File: config.mk
export PLATFORM = sky130hd
export DESIGN_NAME = oam_dma_ctrl
export DESIGN_NICKNAME = d
export VERILOG_FILES = /design/src/rtl/oam_dma_ctrl.sv
export SDC_FILE = /design/constraint.sdc
export NUM_CORES = 1
export LEC_CHECK = 0
export ABC_CLOCK_PERIOD_IN_PS = 1600
export BUFFER_PORTS_ARGS = -buffer_cell sky130_fd_sc_hd__buf_2
export CELL_PAD_IN_SITES_DETAIL_PLACEMENT = 1
export CELL_PAD_IN_SITES_GLOBAL_PLACEMENT = 1
export CORE_ASPECT_RATIO = 1.25
export CORE_MARGIN = 2
export CORE_UTILIZATION = 29
export CTS_BUF_LIST = sky130_fd_sc_hd__clkbuf_16
export DETAILED_ROUTE_END_ITERATION = 6
export PLACE_DENSITY_LB_ADDON = 0.1
export RECOVER_POWER = 100
export SYNTH_ARGS = -nofsm -noshare
export SYNTH_HDL_FRONTEND = slang
export SYNTH_SLANG_ARGS = --single-unit
File: constraint.sdc
create_clock -name clk -period 1.6 [get_ports clk]
set_input_delay 0.16 -clock clk [delete_from_list [all_inputs] [get_ports clk]]
set_output_delay 0.16 -clock clk [all_outputs]
set_load 0.02 [all_outputs]
File: src/rtl/oam_dma_ctrl.sv
// FF46 OAM DMA engine: copies 160 bytes from {FF46, 8'h00} into OAM and owns
// the shared memory bus while the copy runs; otherwise the CPU passes through.
module oam_dma_ctrl #(
  parameter int CYCLES_PER_BYTE = 4,
  parameter int START_DELAY     = 4
) (
  input  logic        clk,
  input  logic        rst,
  input  logic [15:0] CPU_ADDR,
  input  logic        CPU_WR,
  input  logic        CPU_RD,
  input  logic [7:0]  CPU_DATA_out,
  output logic [7:0]  CPU_DATA_in,
  output logic [7:0]  REG_DATA,
  output logic [15:0] MEM_ADDR,
  output logic        MEM_RD,
  output logic        MEM_WR,
  output logic [7:0]  MEM_WDATA,
  input  logic [7:0]  MEM_RDATA,
  output logic        OAM_WR,
  output logic [7:0]  OAM_ADDR,
  output logic [7:0]  OAM_WDATA,
  output logic        DMA_ACTIVE
);

  localparam int SUB_W  = $clog2(CYCLES_PER_BYTE);
  localparam int WAIT_W = (START_DELAY > 1) ? $clog2(START_DELAY) : 1;
  localparam logic [SUB_W-1:0]  SUB_LAST  = SUB_W'(CYCLES_PER_BYTE - 1);
  localparam logic [WAIT_W-1:0] WAIT_LAST = WAIT_W'(START_DELAY - 1);
  localparam logic [7:0]        IDX_LAST  = 8'd159;
  localparam logic [15:0]       BLOCK_END = 16'hFEA0;

  typedef enum logic [1:0] {
    IDLE  = 2'd0,
    START = 2'd1,
    XFER  = 2'd2
  } state_t;

  state_t             state_r;
  logic [7:0]         ff46_r;
  logic [7:0]         idx_r;
  logic [SUB_W-1:0]   sub_r;
  logic [WAIT_W-1:0]  wait_r;
  logic               oam_wr_r;
  logic               dma_active_r;
  logic               ff46_wr_s;
  logic [7:0]         src_hi_s;

  assign ff46_wr_s = CPU_WR && (CPU_ADDR == 16'hFF46);

  // Source page: E0-FF is the echo mirror of C0-DF.
  always_comb begin
    if (ff46_r >= 8'hE0) begin
      src_hi_s = ff46_r - 8'h20;
    end else begin
      src_hi_s = ff46_r;
    end
  end

  // Transfer sequencer; an FF46 write restarts from any state and beats every other event.
  always_ff @(posedge clk) begin
    if (rst) begin
      state_r      <= IDLE;
      ff46_r       <= 8'h00;
      idx_r        <= 8'd0;
      sub_r        <= SUB_W'(0);
      wait_r       <= WAIT_W'(0);
      oam_wr_r     <= 1'b0;
      dma_active_r <= 1'b0;
    end else if (ff46_wr_s) begin
      state_r      <= START;
      ff46_r       <= CPU_DATA_out;
      idx_r        <= 8'd0;
      sub_r        <= SUB_W'(0);
      wait_r       <= WAIT_W'(0);
      oam_wr_r     <= 1'b0;
      dma_active_r <= 1'b1;
    end else begin
      case (state_r)
        IDLE: begin
          oam_wr_r     <= 1'b0;
          dma_active_r <= 1'b0;
        end
        START: begin
          oam_wr_r <= 1'b0;
          if (wait_r == WAIT_LAST) begin
            state_r <= XFER;
            sub_r   <= SUB_W'(0);
          end else begin
            wait_r <= wait_r + WAIT_W'(1);
          end
        end
        XFER: begin
          // Read data arrives one clock after the sub==0 read, so OAM is written at sub==1.
          oam_wr_r <= (sub_r == SUB_W'(0));
          if (sub_r == SUB_LAST) begin
            sub_r <= SUB_W'(0);
            if (idx_r == IDX_LAST) begin
              state_r      <= IDLE;
              idx_r        <= 8'd0;
              dma_active_r <= 1'b0;
            end else begin
              idx_r <= idx_r + 8'd1;
            end
          end else begin
            sub_r <= sub_r + SUB_W'(1);
          end
        end
        default: begin
          state_r      <= IDLE;
          oam_wr_r     <= 1'b0;
          dma_active_r <= 1'b0;
        end
      endcase
    end
  end

  // Bus mux: DMA owns the bus in XFER and blinds the CPU below FEA0.
  always_comb begin
    MEM_ADDR    = CPU_ADDR;
    MEM_RD      = CPU_RD;
    MEM_WR      = CPU_WR;
    MEM_WDATA   = CPU_DATA_out;
    CPU_DATA_in = MEM_RDATA;
    if (state_r == XFER) begin
      MEM_ADDR  = {src_hi_s, idx_r};
      MEM_RD    = (sub_r == SUB_W'(0));
      MEM_WR    = 1'b0;
      MEM_WDATA = 8'h00;
      if (CPU_ADDR < BLOCK_END) begin
        CPU_DATA_in = 8'hFF;
      end else begin
        CPU_DATA_in = MEM_RDATA;
      end
    end else begin
      MEM_ADDR    = CPU_ADDR;
      MEM_RD      = CPU_RD;
      MEM_WR      = CPU_WR;
      MEM_WDATA   = CPU_DATA_out;
      CPU_DATA_in = MEM_RDATA;
    end
  end

  assign OAM_WR     = oam_wr_r;
  assign OAM_ADDR   = idx_r;
  assign OAM_WDATA  = MEM_RDATA;
  assign REG_DATA   = ff46_r;
  assign DMA_ACTIVE = dma_active_r;

endmodule

== After elaboration in Yosys (flattened, before gate mapping) ==
Index checks and enable logic that the tools add are counted.
Word-level totals
  bits in registers: 24
  bits of input ports: 36
  output and inout bits: 60
  logic and storage cells: 63
Operators by class
  $add $sub $neg: 4
  order comparisons: 2
  equality and inequality tests: 14
  multiplexer cells: 20
  bitwise operators: 3
  reductions and logical operators: 12
Operator list (number)
  8-bit 2-to-1 mux: 5
  16-bit equality test (second input constant): 1
  16-bit less-than comparator (second input constant): 1
  16-bit 2-to-1 mux: 1
  2-bit 2-to-1 mux: 5
  2-bit inequality test (second input constant): 5
  3-bit inequality test (second input constant): 3
  8-bit by 1-bit adder with 8-bit output (second input constant): 1
  8-bit equality test (second input constant): 1
  8-bit >= comparator (second input constant): 1
  4-bit AND reduction: 2
  8-bit by 6-bit subtractor with 8-bit output (second input constant): 1
  2-bit equality test (second input constant): 3
  1-bit 2-to-1 mux: 6
  2-bit one-hot mux with 3 select lines: 1
  2-bit AND reduction: 3
  2-bit by 1-bit adder with 2-bit output (second input constant): 2
  2-bit logical NOT: 2
  2-bit one-hot mux with 2 select lines: 1
  1-bit inverter: 3
  3-bit AND reduction: 1
  3-bit OR reduction: 1
  2-bit by 1-bit equality test with 1-bit output (second input constant): 1
  1-bit one-hot mux with 2 select lines: 1
  3 further kinds: 3

== Logic depth before layout (Yosys ltp) ==
  depth in word-level cells: 5
  mapped depth: 6
  gate-level depth less buffers: 5

== Worst setup path after synthesis ==
No wires, ideal clock.
  path type: reg-to-reg
  start: register idx_r[0], in the netlist OAM_ADDR[0]
  end: register dma_active_r, in the netlist DMA_ACTIVE
  setup time: 0.132 ns
  data arrival time: 1.232 ns
  data required time: 1.468 ns
  setup slack: 0.236 ns
  stages on the path, launching flop included: 6
  buffers on the path: 0
  clock period less this slack: 1.364 ns
  path through: dfxtp_1 ha_1 and2_1 a41oi_1 o21ai_0 a21oi_1
Between the ends
  cells in the longest elaborated chain, start to end: 3
RTL lines
  start, declared: line 41  | logic [7:0] idx_r;
  start signal, assigned: line 103  | idx_r <= idx_r + 8'd1;
  8-bit equality test: line 98  | if (idx_r == IDX_LAST) begin
  3-bit inequality test (no source line)
  3-bit AND reduction (no source line)
  end signal, assigned: line 82  | dma_active_r <= 1'b0;
  end signal, assigned: line 101  | dma_active_r <= 1'b0;
  end signal, assigned: line 112  | dma_active_r <= 1'b0;
  end, declared: line 45  | logic dma_active_r;
Every way passes these cells.
A chain may end at the register's enable or synchronous reset.

== Worst setup path after layout ==
  start: register state_r[0]
  end: output port CPU_DATA_in[5]
Between the ends
  cells in the longest elaborated chain, start to end: 2
RTL lines
  start, declared: line 39  | state_t state_r;
  start signal, assigned: line 63  | state_r <= IDLE;
  start signal, assigned: line 71  | state_r <= START;
  start signal, assigned: line 87  | state_r <= XFER;
  2-bit equality test: line 125  | if (state_r == XFER) begin
  8-bit 2-to-1 mux: line 125
  end, declared: line 13  | output logic [7:0] CPU_DATA_in,
Every way passes these cells.

==> impl_results.md <==
- Status: finished clean
- Final number of max-transition violations: 0
- Longest Clk Path Bufs: 2
- Antenna violations before repair: 0
- Flop and latch count out of synthesis: 24
- Routed via count: 1795
- Mapped Area: 0.00162 mm^2
- Row cnt: 30
- Final setup margin: 0.0840 ns
- Reg2reg setup slack: 0.18 ns
- Inserted Clock Buffers: 3
- Slew headroom: 0.531
- Multi-input logic area: 993 um^2
- Final nets: 357
- Fin area: 0.00225 mm^2
- Syn Area/Cell: 7.45 um^2
- Commonest non-fill, non-tap cell in the layout: nand2_1
- Most frequent cells in the layout: nand2_1 (52), buf_2 (42), clkbuf_1 (28)
- Reg clk slew, reported paths: 0.06 ns
- P_leak: 1.04 nW
- Worst Path Buf+Inv: 3
- Crit path kind: flop to output pin
- Min-Delay Startpoint: CPU_DATA_out[6]
- CP peak stage delay: 0.37 ns
- Setup TNS: 0 ns
- Antenna Cells: 0
- Worst R2R Start: sub_r[1]
- Drt via density: 4.74
- Crit-path slowest cell: dfxtp_4
- Post-Syn Instances: 218
- FF+latch area: 489 um^2
- Die Wd: 70.9 um
- Core Area: 0.00541 mm^2
- Max-cap violations: 0
- Initial Util: 0.300
- DR iter-0 viols: 40
- Vias in the first global route: 1735
- PortBufs: 95
- Total track usage: 0.167
- DRT Pass-1 Iters: 4
- Max Clock Skew: 0.00239 ns
- Die Span Y: 87.7 um
- Post-DP Area: 0.00219 mm^2
- HPWL Detailed: 4350 um
- CP Data Required Time: 1.44 ns
- Hold_buf cts: 0
- IO Count: 96
- Area Overhead vs Synth: 38.4%
- Worst Tran Pin Value: 0.694 ns
- Finish-stage setup viols: 0
- Post-route ant nets: 0
- CP endpoint kind: output pin
- DRC: 0
- First-pass GRT wire length: 8450 um
- Post-synthesis sequential area ratio: 0.296
- Yosys cell types: 38
- CTS sink cnt: 24
- CTS tree: yes
- Crit-path cells: nor2b_4 > buf_6 > o31ai_4 > buf_4 > nand2b_1 > clkbuf_2
- Routed wire length: 5290 um
- Final hold viol count: 0
- Critical Path AT: 1.36 ns
- Largest net degree at the start of global routing: 31
- H-tree depth: 1
- Final period util: 0.948
- Clk root buf: clkbuf_16
- Fin Hold WS: 0.171 ns
- Layout cells sized above 1: 0.302
- Crit-path max FO: 7
- Clock latency on the worst-skew pair: 0.26 ns
- Pwr dens: 617 mW/mm^2
- Synth Warn #: 0
- Grt ovf: 0
- Worst setup SP type: flop
- Synth Net Count: 259
- Maximum clock rate: 660 MHz
- Wire per inst: 13.9 um
- Die area: 0.00622 mm^2
- Worst path top cell family by delay: buffers and inverters
- Routability cong.: 0.744
- Crit path launch: state_r[0]
- RSZ-0062 raised after global routing: false
- VDD IR max: 0.411 mV
- Hold Crit Class: input port to flop
- Fillers: 735
- Final critical-path required period: 1.52 ns
- Post-Place Setup Slack: 0.190 ns
[final cells by class]
type	count	area share
Timing Repair Buffer	111	0.260
Inverter	6	0.0100
Sequential cell	24	0.218
Clock inverter	1	0.00167
Multi-Input combinational cell	170	0.442
Clock buffer	3	0.0334
Tap cell	64	0.0356
[repair_timing]
action,in CTS,in global routing
setup endpoints to repair,17,28
setup buffers,0,1
resized for setup,2,11
[final timing paths]
path / cells after the start / to
hold reg to reg: 2 / wait_r[1]
hold / removal: 3 / REG_DATA[6]
setup / recovery: 6 / CPU_DATA_in[5]
setup reg to reg: 5 / OAM_ADDR[5]
[tightest hold or removal path: cells and delay by family]
family,cells,cell delay [ns]
simple gates,1,0.06
compound gates,1,0.06
buf+inv,1,0.10
[through the flow]
stage	cells	utilization	power [mW]
final	379	0.416	1.39
after detailed placement	374	0.404	0.871
after floorplan	218	-	0.762
after global placement	374	0.404	0.871
after CTS	378	0.420	1.42
after global routing	379	0.416	1.45
[cells by family after synthesis]
kind of cell	synth area share
AOI/OAI and AO/OA	0.120
xor gates and xnor gates	0.0431
adders and majority gates	0.0385
buffers and inverters	0.0871
DFF	0.296
muxes	0.00616
and+or+nand+nor	0.409
[synthesized netlist by cell type]
| cell | instances | area share |
|---|---|---|
| o21a_1 | 1 | 0.0046 |
| a21oi_1 | 14 | 0.043 |
| ha_1 | 5 | 0.039 |
| a211oi_1 | 1 | 0.0046 |
| nor3_1 | 5 | 0.015 |
| and4b_1 | 2 | 0.012 |
| buf_2 | 5 | 0.015 |
| buf_6 | 2 | 0.014 |
| nand4b_1 | 1 | 0.0054 |
| o31ai_4 | 1 | 0.013 |
| nor4b_4 | 1 | 0.015 |
| clkbuf_1 | 3 | 0.0069 |
| nand3_1 | 16 | 0.049 |
| a41oi_1 | 1 | 0.0054 |
| nand3_4 | 1 | 0.011 |
| xnor2_1 | 4 | 0.022 |
| nand4b_4 | 1 | 0.015 |
| and3b_1 | 1 | 0.0054 |
| and2b_1 | 1 | 0.0046 |
| o22ai_1 | 1 | 0.0039 |
| and3_1 | 2 | 0.0077 |
| and2b_2 | 1 | 0.0054 |
| nand2b_1 | 8 | 0.031 |
| nand2_1 | 52 | 0.12 |
| nand4_1 | 4 | 0.015 |
| nor2_1 | 13 | 0.030 |
| nor4_2 | 1 | 0.0077 |
| buf_4 | 8 | 0.037 |
| and2_1 | 11 | 0.042 |
| mux2i_1 | 1 | 0.0062 |
| or2b_1 | 1 | 0.0046 |
| dfxtp_1 | 24 | 0.30 |
| inv_1 | 6 | 0.014 |
| nand3b_1 | 1 | 0.0046 |
| nor2b_1 | 2 | 0.0077 |
| o21ai_0 | 11 | 0.034 |
| o21bai_4 | 1 | 0.012 |
| xor2_1 | 4 | 0.022 |
[sequential cells by signal, indices dropped and copies added (netlist names)]
signal and flops:
DMA_ACTIVE 1, OAM_ADDR 8, OAM_WR 1, REG_DATA 8
state_r 2, sub_r 2, wait_r 2
[where the power goes]
| part | switching [mW] | internal [mW] | leakage (nW) |
|---|---|---|---|
| registers | 0.00000269 | 0.594 | 0.195 |
| clock network | 0.207 | 0.334 | 0.0385 |
| logic | 0.155 | 0.0969 | 0.808 |
| total | 0.362 | 1.02 | 1.04 |
[routing by layer]
| metal | GRT usage | vias up | share of wire |
|---|---|---|---|
| met5 | 0 | - | 0 |
| met4 | 0.0360 | 0 | 0.0076 |
| met3 | 0.0357 | 4 | 0.082 |
| met2 | 0.291 | 67 | 0.48 |
| met1 | 0.213 | 806 | 0.43 |
| li1 | - | 918 | - |
Power figures use the tool's default switching activity.
